File: src/rtl/pwm_gen.sv
// Edge-aligned PWM with complementary dead-band outputs.
// Period, duty and dead time are double-buffered behind a valid/ready port.
module pwm_gen #(
    parameter int CNT_W = 16,
    parameter int DT_W  = 8
) (
    input  logic             clk_in,
    input  logic             rst,
    input  logic             tick_en,
    input  logic             enable,
    input  logic             cfg_valid,
    output logic             cfg_ready,
    input  logic [CNT_W-1:0] cfg_period,
    input  logic [CNT_W-1:0] cfg_duty,
    input  logic [DT_W-1:0]  cfg_dead,
    output logic             pwm_hi,
    output logic             pwm_lo,
    output logic             period_start,
    output logic [CNT_W-1:0] cnt_out
);

    localparam logic [CNT_W-1:0] CNT_ONE = 1;
    localparam logic [DT_W-1:0]  DT_ONE  = 1;

    typedef enum logic [2:0] {
        S_OFF,
        S_HI,
        S_DTL,
        S_LO,
        S_DTH
    } state_t;

    state_t           state;
    logic [CNT_W-1:0] cnt;
    logic [CNT_W-1:0] period_q, duty_q, period_s, duty_s;
    logic [DT_W-1:0]  dead_q, dead_s, dt;
    logic             pending;
    logic             raw;
    logic             wrap;

    assign raw       = (cnt < duty_q);
    assign wrap      = tick_en && enable && (cnt == period_q);
    assign cfg_ready = ~pending;
    assign cnt_out   = cnt;

    // Shadow loads on handshake; active copies only at a safe point.
    always_ff @(posedge clk_in) begin
        if (rst) begin
            period_q <= '0;
            duty_q   <= '0;
            dead_q   <= '0;
            period_s <= '0;
            duty_s   <= '0;
            dead_s   <= '0;
            pending  <= 1'b0;
        end else if (cfg_valid && !pending) begin
            period_s <= cfg_period;
            duty_s   <= cfg_duty;
            dead_s   <= cfg_dead;
            pending  <= 1'b1;
        end else if (pending && (state == S_OFF || wrap)) begin
            period_q <= period_s;
            duty_q   <= duty_s;
            dead_q   <= dead_s;
            pending  <= 1'b0;
        end
    end

    always_ff @(posedge clk_in) begin
        if (rst) begin
            cnt          <= '0;
            period_start <= 1'b0;
        end else begin
            period_start <= wrap;
            if (!enable) begin
                cnt <= '0;
            end else if (tick_en) begin
                cnt <= (cnt == period_q) ? '0 : cnt + CNT_ONE;
            end
        end
    end

    // Outputs are registered alongside the state so they can never overlap.
    always_ff @(posedge clk_in) begin
        if (rst || !enable) begin
            state  <= S_OFF;
            pwm_hi <= 1'b0;
            pwm_lo <= 1'b0;
            dt     <= '0;
        end else begin
            unique case (state)
                S_OFF: begin
                    state  <= raw ? S_HI : S_LO;
                    pwm_hi <= raw;
                    pwm_lo <= ~raw;
                end
                S_HI: begin
                    if (!raw) begin
                        pwm_hi <= 1'b0;
                        if (dead_q == '0) begin
                            state  <= S_LO;
                            pwm_lo <= 1'b1;
                        end else begin
                            state <= S_DTL;
                            dt    <= dead_q;
                        end
                    end
                end
                S_DTL: begin
                    if (raw) begin
                        if (dead_q == '0) begin
                            state  <= S_HI;
                            pwm_hi <= 1'b1;
                        end else begin
                            state <= S_DTH;
                            dt    <= dead_q;
                        end
                    end else if (tick_en) begin
                        if (dt <= DT_ONE) begin
                            state  <= S_LO;
                            pwm_lo <= 1'b1;
                        end else begin
                            dt <= dt - DT_ONE;
                        end
                    end
                end
                S_LO: begin
                    if (raw) begin
                        pwm_lo <= 1'b0;
                        if (dead_q == '0) begin
                            state  <= S_HI;
                            pwm_hi <= 1'b1;
                        end else begin
                            state <= S_DTH;
                            dt    <= dead_q;
                        end
                    end
                end
                S_DTH: begin
                    if (!raw) begin
                        if (dead_q == '0) begin
                            state  <= S_LO;
                            pwm_lo <= 1'b1;
                        end else begin
                            state <= S_DTL;
                            dt    <= dead_q;
                        end
                    end else if (tick_en) begin
                        if (dt <= DT_ONE) begin
                            state  <= S_HI;
                            pwm_hi <= 1'b1;
                        end else begin
                            dt <= dt - DT_ONE;
                        end
                    end
                end
                default: begin
                    state  <= S_OFF;
                    pwm_hi <= 1'b0;
                    pwm_lo <= 1'b0;
                end
            endcase
        end
    end

endmodule

File: config.mk
export PLATFORM = sky130hd
export DESIGN_NAME = pwm_gen
export DESIGN_NICKNAME = d
export VERILOG_FILES = /design/src/rtl/pwm_gen.sv
export SDC_FILE = /design/constraint.sdc
export NUM_CORES = 1
export LEC_CHECK = 0
export ABC_AREA = 1
export BUFFER_PORTS_ARGS = -buffer_cell sky130_fd_sc_hd__buf_2
export CAP_MARGIN = 20
export CORE_AREA = 2 2 122 124
export DETAILED_ROUTE_END_ITERATION = 10
export DIE_AREA = 0 0 124 126
export PLACE_DENSITY_LB_ADDON = 0.15
export SYNTH_ARGS = -nofsm -noshare
export SYNTH_HDL_FRONTEND = slang
export SYNTH_SLANG_ARGS = --single-unit
File: constraint.sdc
create_clock -name clk_in -period 2.5 [get_ports clk_in]
set_input_delay 0.125 -clock clk_in [delete_from_list [all_inputs] [get_ports clk_in]]
set_output_delay 0.125 -clock clk_in [all_outputs]
set_load 0.1 [all_outputs]
==> impl_metrics.ini <==
[cts]
cts_sinks = 111
post_cts_buffers = 0
hold_buffers = 0
clk_pin_slew_worst_paths_ns = 0.07
cts_tree = yes
numCtsBuffers = 9
clockBufferDepth = 2
h-tree-depth = 3
cts_root_buffer = clkbuf_16
cts_resized = 0
clock_latency_ns = 0.35

[sta]
postLayoutSetupSlackWorst_ns = 0.277
relSlewSlack = 0.548
rsz0062_at_grt = no
final.period_utilization = 0.889
skew_ns = 0.00728
hold_violations = 0
drv_slew = 0
max_freq_ghz = 0.450
finalCriticalPeriod_ns = 2.22
setup_viol = 0
fin_tns_setup_ns = 0
tightest_slew_ns = 0.678

[routing]
vias = 5076
firstDrtPassIters = 5
dr.first_iter.drc_count = 298
drc = 0
wl_per_cell_um = 12.9
drt-total-wl_um = 13600
antenna_left = 0
avgViaCountPerCell = 4.82

[synthesis]
synth_most_common_cell = nor2_1
netlist_area_um2 = 5630
synth_edf_count = 0
synth_seq_cells = 111
synthCells = 815
ys.flop_type = dfxtp_1
yosys.area.top_type = dfxtp_1
synthTopCellsByArea = dfxtp_1, nor2_1, nand2_1, inv_1, o21ai_0
syn_nets = 878
ys_top_cells_by_count = nor2_1, nand2_1, dfxtp_1
async_flop_share = 0
syn_area_per_cell_um2 = 6.91
yosysSeqAreaShare = 0.395
yosysWarnings = 0
synth_cell_types = 34
synth_top_area_frac = 0.395

[worst_setup_path]
critPathMaxFanout = 10
r2r-start = duty_q[15]
timing.rr.end = dt[4]
setup.worst_path.end = dt[4]
ff2ff_setup_slack_ns = 0.28
endpoint_kind = register
startpoint = duty_q[15]
required_ns = 2.75
crit_path_start_kind = register
critPathArrivalTime_ns = 2.47
worst-r2r-cell-count = 12
crit_type = reg -> reg

[placement]
dp.cells = 1037
place_ws_ns = 0.275
place_congestion = 0.890
io_buffers = 64
dp_hpwl_um = 10100
placed_area_um2 = 6110

[power]
comb_power_share = 0.253
ir_worst_vdd_mv = 0.325
p_sw_mw = 1.55
p_per_area_nw_per_um2 = 731
pwr-share-clk = 0.313
p_int_mw = 3.14
swShare = 0.331
pwr-share-seq = 0.434
power.leakage_nw = 2.91

[global_route]
grt_max_degree = 82
grt_overflow = 0
grt_first_pass_wirelength_um = 22800
grt_pass1_vias = 4459
antenna_found_initial = 0
grt_usage = 0.182

[layout]
syn_to_final_growth_pct = 13.9
drive_gt1_frac = 0.138
final_cells = 1053
stdcell_area_um2 = 6410
n_antenna_cell = 0
fin_nets = 927
utilization = 0.448

[die]
die_area_um2 = 15600
start_util = 0.393
die_h_um = 126
fp-row-count = 44
die_x_um = 124
ios = 65
core_um2 = 14300

[min_path]
hold_class = in -> reg
worstHoldPathCells = 3

[flow_run]
drv_cap = 0

[status]
outcome = completed
-- sequential cells by signal, summed over array words and instances (netlist names), 8 cells and up --
name and cells:
dead_q 8, cnt_out 16, dt 8, period_s 16, duty_q 16, dead_s 8, duty_s 16, period_q 16
-- worst min path at each step --
stage	start	endpoint	slack, ns
6_report	cfg_period[14]	period_s[14]	0.02
5_1_grt	cfg_period[9]	period_s[9]	0.02
4_1_cts	cfg_period[9]	period_s[9]	0.01
3_5_place_dp	cfg_period[9]	period_s[9]	0.38
3_3_place_gp	cfg_period[9]	period_s[9]	0.38
2_1_floorplan	cfg_dead[0]	dead_s[0]	0.29
-- power groups by stage --
stage	sequential (mW)	combinational [mW]	clock, mW
finish	2.04	1.19	1.47
global route	2.06	1.36	1.59
CTS	2.04	1.19	1.52
detailed placement	2.08	1.19	0
global placement	2.07	1.19	0
floorplan	2.10	0.886	0
-- cells in the final DEF, fill, tap and decap left out, drive strengths merged, types with 4 or more instances in the layout --
cell and n:
or2 6, nor2 202, ha 18, nand2 123, xor2 17, dfxtp 111
o21ai 59, nor3 18, clkbuf 11, buf 71, nand3b 35, nand3 39
a21oi 32, nand4 16, inv 91, nor3b 4
-- worst max-delay path, stage by stage (launching register included) --
cell	delay, ns
dfxtp_1	0.33
inv_1	0.04
ha_1	0.30
a21oi_1	0.14
o21ai_0	0.12
nor2_2	0.31
nand2_2	0.18
nand2_1	0.15
nand3_2	0.15
inv_2	0.19
nand2_1	0.08
nor2_1	0.08
nor2_1	0.05
-- area by class of cell --
type / count / area, µm²
Fill cell: 1574 / 7900
Multi-Input combinational cell: 581 / 2910
Sequential cell: 111 / 2240
Timing Repair Buffer: 71 / 398
Inverter: 90 / 338
Clock buffer: 11 / 233
Tap cell: 184 / 230
Clock inverter: 5 / 67.6
-- logic make-up (layout without fill, tap and decap cells) --
kind of cell,Yosys count,count (layout),synth area share
buf+inv,123,177,0.0889
fa+ha+maj,18,18,0.0400
compound gates,99,99,0.0929
simple gates,447,447,0.357
xor+xnor,17,17,0.0264
flops,111,111,0.395
-- per-layer routing --
metal  vias up  share of wire  track usage
li1       2704              -            -
met1      2238           0.54        0.287
met2       118           0.40        0.246
met3        16          0.049       0.0376
met4         0          0.015       0.0489
met5         -              0            0
-- metrics by stage --
stage	hold WS, ns	total power [mW]
2_1_floorplan	0.292	2.99
3_3_place_gp	0.378	3.26
3_5_place_dp	0.382	3.27
4_1_cts	0.0113	4.75
5_1_grt	0.0219	5.01
6_report	0.0193	4.69
Power figures use the tool's default switching activity.
